`config.mk`:
```
export PLATFORM = sky130hd
export DESIGN_NAME = regs_wr_arbiter
export DESIGN_NICKNAME = d
export VERILOG_FILES = /design/src/rtl/regs_wr_arbiter_pkg.sv /design/src/rtl/regs_wr_arbiter.sv
export SDC_FILE = /design/constraint.sdc
export NUM_CORES = 1
export LEC_CHECK = 0
export ABC_AREA = 1
export ABC_CLOCK_PERIOD_IN_PS = 1600
export CAP_MARGIN = 20
export CELL_PAD_IN_SITES_DETAIL_PLACEMENT = 0
export CELL_PAD_IN_SITES_GLOBAL_PLACEMENT = 1
export CORE_MARGIN = 4
export CORE_UTILIZATION = 27
export CTS_CLUSTER_SIZE = 16
export DETAILED_ROUTE_END_ITERATION = 10
export HOLD_SLACK_MARGIN = 0.1
export PLACE_DENSITY = 0.77
export SLEW_MARGIN = 5
export SYNTH_ARGS = -nofsm -noshare
export SYNTH_HDL_FRONTEND = slang
export SYNTH_SLANG_ARGS = --single-unit
```
`constraint.sdc`:
```
create_clock -name clk -period 1.6 [get_ports clk]
set_input_delay 0.4 -clock clk [delete_from_list [all_inputs] [get_ports clk]]
set_output_delay 0.4 -clock clk [all_outputs]
set_load 0.03 [all_outputs]
```
`src/rtl/regs_wr_arbiter_pkg.sv`:
```
// regs_wr_arbiter_pkg
//   Shared widths and FSM state encoding for the register-file write-port
//   arbiter. Imported by regs_wr_arbiter.
package regs_wr_arbiter_pkg;

  localparam int DEF_CPU_WIDTH      = 32;
  localparam int DEF_REG_ADDR_WIDTH = 5;

  typedef enum logic [1:0] {
    ST_IDLE  = 2'd0,
    ST_WPEND = 2'd1,
    ST_READ  = 2'd2,
    ST_RESP  = 2'd3
  } arb_state_e;

endpackage

```
`src/rtl/regs_wr_arbiter.sv`:
```
// regs_wr_arbiter
//   Owns the single write port of the integer register file. Core writeback
//   always wins and passes straight through; JTAG debug accesses use a
//   4-phase req/ack handshake and are granted on core-idle cycles. JTAG reads
//   are sequenced here too, with forwarding of a same-cycle core write.
//   A JTAG write that waits too long raises hold_req_o so the core frees one
//   cycle for it.
//
// Ports
//   clk, rst_n                           clock, async active-low reset
//   core_wr_en/addr/data_i               writeback stage write request
//   hold_req_o                           ask core to skip writeback next cycle
//   jtag_req/we/addr/wdata_i             debug module access request
//   jtag_ack_o, jtag_rdata_o             access complete / read result
//   rf_wr_en/addr/data_o                 regs_file write port
//   rf_rd_addr_o, rf_rd_data_i           regs_file debug read port
//
// state | meaning
// IDLE  | waiting for jtag_req_i
// WPEND | JTAG write captured, waiting for a core-idle cycle
// READ  | one cycle: sample regs_file (or forwarded core data)
// RESP  | ack high, waiting for jtag_req_i to drop
module regs_wr_arbiter
  import regs_wr_arbiter_pkg::*;
#(
  parameter int CPU_WIDTH      = DEF_CPU_WIDTH,
  parameter int REG_ADDR_WIDTH = DEF_REG_ADDR_WIDTH,
  parameter int STARVE_MAX     = 8,
  parameter int CNT_W          = 4
) (
  input  logic                      clk,
  input  logic                      rst_n,
  input  logic                      core_wr_en_i,
  input  logic [REG_ADDR_WIDTH-1:0] core_wr_addr_i,
  input  logic [CPU_WIDTH-1:0]      core_wr_data_i,
  output logic                      hold_req_o,
  input  logic                      jtag_req_i,
  input  logic                      jtag_we_i,
  input  logic [REG_ADDR_WIDTH-1:0] jtag_addr_i,
  input  logic [CPU_WIDTH-1:0]      jtag_wdata_i,
  output logic                      jtag_ack_o,
  output logic [CPU_WIDTH-1:0]      jtag_rdata_o,
  output logic                      rf_wr_en_o,
  output logic [REG_ADDR_WIDTH-1:0] rf_wr_addr_o,
  output logic [CPU_WIDTH-1:0]      rf_wr_data_o,
  output logic [REG_ADDR_WIDTH-1:0] rf_rd_addr_o,
  input  logic [CPU_WIDTH-1:0]      rf_rd_data_i
);

  localparam logic [CNT_W-1:0] STARVE_CNT = CNT_W'(STARVE_MAX);

  arb_state_e                state;
  logic [CNT_W-1:0]          wait_cnt;
  logic [CNT_W-1:0]          wait_cnt_inc;
  logic [REG_ADDR_WIDTH-1:0] cap_addr;
  logic [CPU_WIDTH-1:0]      cap_wdata;
  logic [CPU_WIDTH-1:0]      cap_rdata;
  logic                      ack_q;
  logic                      hold_q;
  logic                      fwd_hit;

  assign wait_cnt_inc = (wait_cnt == '1) ? wait_cnt : wait_cnt + CNT_W'(1);
  assign fwd_hit      = core_wr_en_i && (core_wr_addr_i == cap_addr);

  always_ff @(posedge clk or negedge rst_n) begin
    if (!rst_n) begin
      state     <= ST_IDLE;
      wait_cnt  <= '0;
      cap_addr  <= '0;
      cap_wdata <= '0;
      cap_rdata <= '0;
      ack_q     <= 1'b0;
      hold_q    <= 1'b0;
    end else begin
      case (state)
        ST_IDLE: begin
          if (jtag_req_i) begin
            cap_addr  <= jtag_addr_i;
            cap_wdata <= jtag_wdata_i;
            wait_cnt  <= '0;
            hold_q    <= 1'b0;
            state     <= jtag_we_i ? ST_WPEND : ST_READ;
          end
        end
        ST_WPEND: begin
          if (core_wr_en_i) begin
            // Hold is registered from the post-increment count, so it shows
            // up in the cycle after the STARVE_MAX-th blocked cycle.
            wait_cnt <= wait_cnt_inc;
            hold_q   <= (wait_cnt_inc >= STARVE_CNT);
          end else begin
            // Write port is ours this cycle (see always_comb below).
            hold_q <= 1'b0;
            ack_q  <= 1'b1;
            state  <= ST_RESP;
          end
        end
        ST_READ: begin
          if (cap_addr == '0)
            cap_rdata <= '0;
          else if (fwd_hit)
            cap_rdata <= core_wr_data_i;
          else
            cap_rdata <= rf_rd_data_i;
          ack_q <= 1'b1;
          state <= ST_RESP;
        end
        ST_RESP: begin
          if (!jtag_req_i) begin
            ack_q <= 1'b0;
            state <= ST_IDLE;
          end
        end
        default: begin
          ack_q  <= 1'b0;
          hold_q <= 1'b0;
          state  <= ST_IDLE;
        end
      endcase
    end
  end

  // Core write has absolute priority; a pending JTAG write uses the port only
  // on a core-idle cycle. Writes to x0 are suppressed but still acked.
  always_comb begin
    rf_wr_en_o   = 1'b0;
    rf_wr_addr_o = core_wr_addr_i;
    rf_wr_data_o = core_wr_data_i;
    if (!rst_n) begin
      rf_wr_en_o = 1'b0;
    end else if (core_wr_en_i) begin
      rf_wr_en_o = 1'b1;
    end else if (state == ST_WPEND) begin
      rf_wr_en_o   = (cap_addr != '0);
      rf_wr_addr_o = cap_addr;
      rf_wr_data_o = cap_wdata;
    end
  end

  assign rf_rd_addr_o = cap_addr;
  assign jtag_ack_o   = ack_q;
  assign jtag_rdata_o = cap_rdata;
  assign hold_req_o   = hold_q;

endmodule

```
==> metrics.txt, run 1 <==
critical path data required time 1200 ps; total wire length 15800 um; Synth area leaders dfrtp_1 45%, nand2_1 11%, nand3_1 8.5%; Die Ht 134 um; CP max stage delay 390 ps; RSZ-0062 raised after global routing true; Arr. time, crit path 1720 ps; worst-path fanout max 33; pwr dens 1550 nW/um2; vias in the first global route 4772; Post-Syn Area per Cell 7.94 um2; initial antenna violation count 0; Num CTS Buffers 9; Comb power frac 58.5%; slowest cell on the critical path dfrtp_1; clock-pin slew on the worst setup and hold paths 60 ps; r2r setup slk -50 ps; Initial Util 27.9%; Core Area 15400 um2; Sequential Power Share 26.7%; Max Root-Sink Buffers 2; worst hold path type input pin to asynchronous set/reset pin; met3 usage 4.05%; sequential cell area fraction in the yosys report 44.8%; M1 GR Usage 20.0%; num rows 45; failing checks negative setup slack; Antenna Nets Post-Route 0; critical path's most frequent cell buf_12; CTS tree built; CTS hold repair buffers 0; Worst R2R Path Depth 12; post-layout minimum cycle time 2120 ps; Synth Net Count 659; #FFs+latches synth 77; Initial DRC Count 179; GRT overflow 0; post-synth top area cell dfrtp_1; Pre-antenna DRT Iters 4; cell-by-cell trace of the critical path inv_2, ha_4, nand3_4, buf_12, buf_12, a21oi_4, buf_6; first-pass GRT wire length 23700 um; Final Max Slew Viols 0; Yosys cell types 25; Startpoint Class register; Crit Path Class register to output pin; Sink Count 77; chip width 134 um; most frequent cells in the layout 122 x nand2_1, 105 x clkdlybuf4s50_1, 79 x buf_4, 77 x dfrtp_1, 74 x inv_1; status finished, violations left; setup ws final -522 ps; n_diodes 0; WL/cell 15.5 um; Slew headroom 69.2%; number of synthesis warnings 0; crit end category output pin; dpl cells 986; commonest non-fill, non-tap cell in the layout nand2_1; Placer Congestion 0.796; fill count 1386; largest net degree at the start of global routing 78; Synth top area share 44.8%; Final Cycle Share 133%; peak supply drop 0.736 mV; H-tree Lvls 3; delay-heaviest family, CP buffers and inverters; NetSw 0.00558 W; final hold vios 0; Int Power 0.00750 W; Mapped Cells 542; die area 18000 um2; port buffer count 187; Lkg Pwr 4.04 nW; maximum capacitance violations 0; Area Overhead vs Synth 95.8%; Total GRT Usage 16.4%; Worst path depth 7; Finished Layout Cells 1020; final net count 922; Place WS -557 ps; clock skew 6.34 ps; vias per cell 4.52; cell area after synthesis 4300 um2; post-DP HPWL 11200 um; met2 Track Usage GR 28.4%; Fmax achieved 471 MHz; layout cells sized above 1 40.7%; setup violators final 50; DRC 0; Slew @ Worst Pin 461 ps; CP bufs+invs 4; routed via count 4611; Root Buffer clkbuf_16; Sw Ratio 42.6%; clock power share 14.8%; worst skew pair latency 330 ps; GR peak layer met2; I/O pins 188
## worst reg2reg max path: stages (launching register included)
cell and delay (ps):
dfrtp_1 420, buf_6 130, buf_6 110, inv_4 50, nand2_4 60, nand2_2 70
nand2_2 60, nor2_4 120, buf_12 150, clkbuf_16 160, nand3_1 70, nand3_1 80
nand2_1 60
## through the flow
| step | TNS, ps | power, W | instance area [um2] | util (%) | hold slack (ps) |
|---|---|---|---|---|---|
| after detailed placement | -36060 | 0.0104 | 7350 | 47.6 | 467 |
| after global routing | -23460 | 0.0139 | 8430 | 54.6 | 300 |
| after floorplan | -3840 | 0.00749 | 4820 | - | 104 |
| after CTS | -18380 | 0.0125 | 7830 | 50.8 | 478 |
| after global placement | -35260 | 0.0102 | 7350 | 47.6 | 465 |
| final | -18010 | 0.0131 | 8430 | 54.6 | 274 |
## sequential cells by signal, indices dropped and copies added, names as in the netlist
| name | flops |
|---|---|
| state | 2 |
| cap_wdata | 32 |
| jtag_rdata_o | 32 |
| jtag_ack_o | 1 |
| wait_cnt | 4 |
| rf_rd_addr_o | 5 |
| hold_req_o | 1 |
## cells by family after synthesis
kind of cell	share of synthesized area, %
mux	8.37
xor+xnor	0.407
buf+inv	12.2
simple gates	25.3
flops	44.8
fa+ha+maj	1.74
compound gates	7.21
## cell type report
type	count	area [um2]	area share, %
clock inverters	1	5.00	0.0594
repair buffers	279	2890	34.3
flip-flops and latches	77	1930	22.9
inverters	86	333	3.95
clock buffers	14	274	3.25
multi-input cells	352	2740	32.5
well taps	211	264	3.13
## synthesized netlist by cell type
cell and n:
nor2_2 2, dfrtp_1 77, o21ai_0 4, clkbuf_1 5
xor2_1 2, ha_1 6, nand4_1 1, a21boi_0 1
nand2_2 2, nand3_1 73, nor2_1 42, mux2_2 32
inv_1 80, inv_2 6, nor3_1 1, nand2_1 130
a21oi_2 2, buf_2 10, o21ai_1 8, nor2_4 2
o31ai_1 3, a21oi_1 39, o211ai_1 1, buf_6 12
nand3_4 1
## routing by layer
| layer | part of all wire [%] | vias to the layer above |
|---|---|---|
| met5 | 0 | - |
| met4 | 1.8 | 0 |
| met3 | 5.8 | 26 |
| met2 | 50 | 137 |
| met1 | 43 | 2216 |
| li1 | - | 2232 |
## what timing repair did
item                                    in CTS  in global routing
pin swaps                                    8                 35
resized for setup                           86                 92
buffers inserted                             5                 10
endpoints found under the setup margin     135                 78
cloned                                       1                  5
## power groups by stage
stage                     sequential, W  clock (W)  combinational (W)
after global placement          0.00349          0            0.00670
after detailed placement        0.00353          0            0.00686
after global routing            0.00360    0.00207            0.00821
after floorplan                 0.00431          0            0.00318
after CTS                       0.00350    0.00199            0.00698
final                           0.00349    0.00193            0.00765
## final timing paths
path / start / to
max: state[1]$_DFFE_PN0P_ / rf_wr_data_o[8]
min: rst_n / state[1]$_DFFE_PN0P_
max reg2reg: rf_rd_addr_o[4]$_DFFE_PN0P_ / jtag_rdata_o[14]$_DFFE_PN0N_
min reg2reg: jtag_rdata_o[20]$_DFFE_PN0N_ / jtag_rdata_o[20]$_DFFE_PN0N_
max in group asynchronous: rst_n / cap_wdata[15]$_DFFE_PN0P_
min in group clk: jtag_rdata_o[20]$_DFFE_PN0N_ / jtag_rdata_o[20]$_DFFE_PN0N_
Power figures use the tool's default switching activity.
==> run 2, diff against run 1 <==
PLACE_DENSITY = 0.79   (was 0.77)
==> run 2 against run 1 <==
  * The run still ends with negative setup slack left
  * Clock-buffer cell count is 2 lower
  * Clock power hardly changed
  * Sequential share of layout area is 0.25 points higher
  * Largest cell class unchanged
  * Global-route usage is 1.3 points higher
  * Setup slack worse by 36 ps
  * Fmax is 1.7% lower
  * Flip-flop and latch count stayed put
  * Total power is 0.60% lower
  * Design area is 1.1% lower
==> metrics.txt, run 2 (synthesis gave the netlist of run 1 again) <==
Final Cycle Share 135% (+2.3 points); peak supply drop 0.782 mV (+6.3%); final hold vios 0 (unchanged); final net count 917 (-0.54%); RR Startpoint state[1]$_DFFE_PN0P_; Lkg Pwr 4.04 nW (about the same); I/O pins 188 (unchanged); maximum capacitance violations 0 (unchanged); Root Buffer clkbuf_16; Arr. time, crit path 1760 ps (+40 ps); Num CTS Buffers 9 (unchanged); die area 18000 um2 (unchanged); Placer Congestion 0.820 (+3.1%); layout cells sized above 1 33.8% (-6.9 points); Final Max Slew Viols 0 (unchanged); WL met2 8240 um (+5.0%); DRT met1 WL 7020 um (+3.6%); worst-path fanout max 7 (-79%); worst skew pair latency 340 ps (about the same); Sink Count 77 (unchanged); first-pass GRT wire length 25000 um (+5.9%); total power 0.0130 W (-0.60%); status finished, violations left; H-tree Lvls 3 (unchanged); Area Overhead vs Synth 93.8%; setup violators final 44 (-12%); setup ws final -559 ps (-36.5 ps); Slew @ Worst Pin 433 ps (-28.5 ps); num rows 45 (unchanged); post-layout minimum cycle time 2160 ps (+36.5 ps); Die Ht 134 um (unchanged); largest net degree at the start of global routing 78 (unchanged); chip width 134 um (unchanged); vias in the first global route 4710 (-1.3%); Core Area 15400 um2 (unchanged); initial antenna violation count 0 (unchanged); Startpoint Class register; met3 wire length 1200 um (+30%); clock-pin slew on the worst setup and hold paths 60 ps (about the same); Initial Util 27.9% (unchanged); Post-DP Area 7250 um2 (-1.3%); Antenna Nets Post-Route 0 (unchanged); Setup crit start state[1]$_DFFE_PN0P_; CTS hold repair buffers 0 (unchanged); Slew headroom 71.1% (+1.9 points); post-route cell area 8340 um2 (-1.1%); port buffer count 187 (unchanged); WL/cell 16.5 um (+6.3%); vias per cell 4.51 (-0.19%); total wire length 16800 um (+5.9%); critical path data required time 1200 ps (about the same); top layer in use met4; pwr dens 1560 nW/um2 (+0.48%); post-DP HPWL 11000 um (-2.0%); Util after Layout 54.1% (-0.58 points); Fmax achieved 463 MHz (-1.7%); commonest non-fill, non-tap cell in the layout nand2_1; failing checks negative setup slack; routed via count 4584 (-0.59%); RSZ-0062 raised after global routing true; n_diodes 0 (unchanged); GRT overflow 0 (unchanged); Pre-antenna DRT Iters 4 (unchanged); clock skew 5.33 ps (-1.01 ps); most frequent cells in the layout 124 x nand2_1, 104 x clkdlybuf4s50_1, 77 x dfrtp_1, 76 x inv_1, 72 x nand3_1; worst hold path type input pin to asynchronous set/reset pin; crit end category output pin; Total GRT Usage 17.6% (+1.3 points); Crit Path Class register to output pin; DRC 0 (unchanged); CTS tree built; Max Root-Sink Buffers 2 (unchanged); Initial DRC Count 205 (+15%)
-- run 2: cell count changes in the layout (fill, tap and decap cells not counted), moves of 4 or more --
cell | before | now
nand3_1 | 13 | 72
nand3_2 | 57 | 0
buf_4 | 79 | 57
nor2_4 | 2 | 20
nor2_1 | 27 | 15
buf_6 | 28 | 34
nor2_2 | 17 | 11
buf_12 | 19 | 23
buf_16 | 1 | 5
inv_4 | 4 | 0
-- run 2: power breakdown --
part	internal (W)	total, W	switching, W	leakage, nW
sequential	0.00290	0.00360	0.000699	0.928
clock	0.00113	0.00195	0.000825	0.138
combinational	0.00333	0.00745	0.00412	2.98
-- run 2: worst paths after layout --
path / end / slack, ps / cells after the start
hold reg to reg: jtag_rdata_o[28]$_DFFE_PN0N_ / 470 / 2
max in group asynchronous: cap_wdata[15]$_DFFE_PN0P_ / 990 / 3
hold / removal: rf_rd_addr_o[1]$_DFFE_PN0P_ / 250 / 3
min in group clk: jtag_rdata_o[28]$_DFFE_PN0N_ / 470 / 2
setup reg to reg: cap_wdata[24]$_DFFE_PN0P_ / -30 / 7
setup / recovery: rf_wr_data_o[11] / -560 / 9
-- run 2: per-stage QoR --
stage / worst slack, ps / cells / hold slack, ps / setup TNS [ps]
finish: -559 / 1016 / 253 / -19120
global route: -640 / 1016 / 287 / -22300
CTS: -572 / 1009 / 269 / -19990
floorplan: -176 / 542 / 104 / -3840
detailed placement: -586 / 975 / 468 / -36190
global placement: -580 / 975 / 462 / -34980
-- run 2: layer usage --
metal | track usage (%) | vias to the layer above
met4 | 6.00 | 0
met5 | 0 | -
li1 | - | 2234
met1 | 21.9 | 2167
met3 | 3.86 | 22
met2 | 30.3 | 161
-- run 2: area by class of cell --
| cell class | instances | area (um2) |
|---|---|---|
| well taps | 211 | 264 |
| multi-input cells | 352 | 2530 |
| fillers | 1409 | 7090 |
| flip-flops and latches | 77 | 1930 |
| clock buffers | 12 | 256 |
| inverters | 86 | 328 |
| clock inverters | 4 | 22.5 |
| repair buffers | 274 | 3010 |
-- run 2: critical path: stages, from the launching register on --
cell and delay (ps):
dfrtp_1 390, inv_2 80, ha_4 140, nand3_4 80, buf_12 150, buf_12 140, buf_12 140, nor2_4 100
a21oi_4 40, buf_6 130
-- run 2: timing repair --
item | CTS | global route
cloned | 7 | 5
setup buffers | 12 | 4
resized for setup | 125 | 32
setup endpoints to repair | 136 | 92
pin swaps | 15 | 7
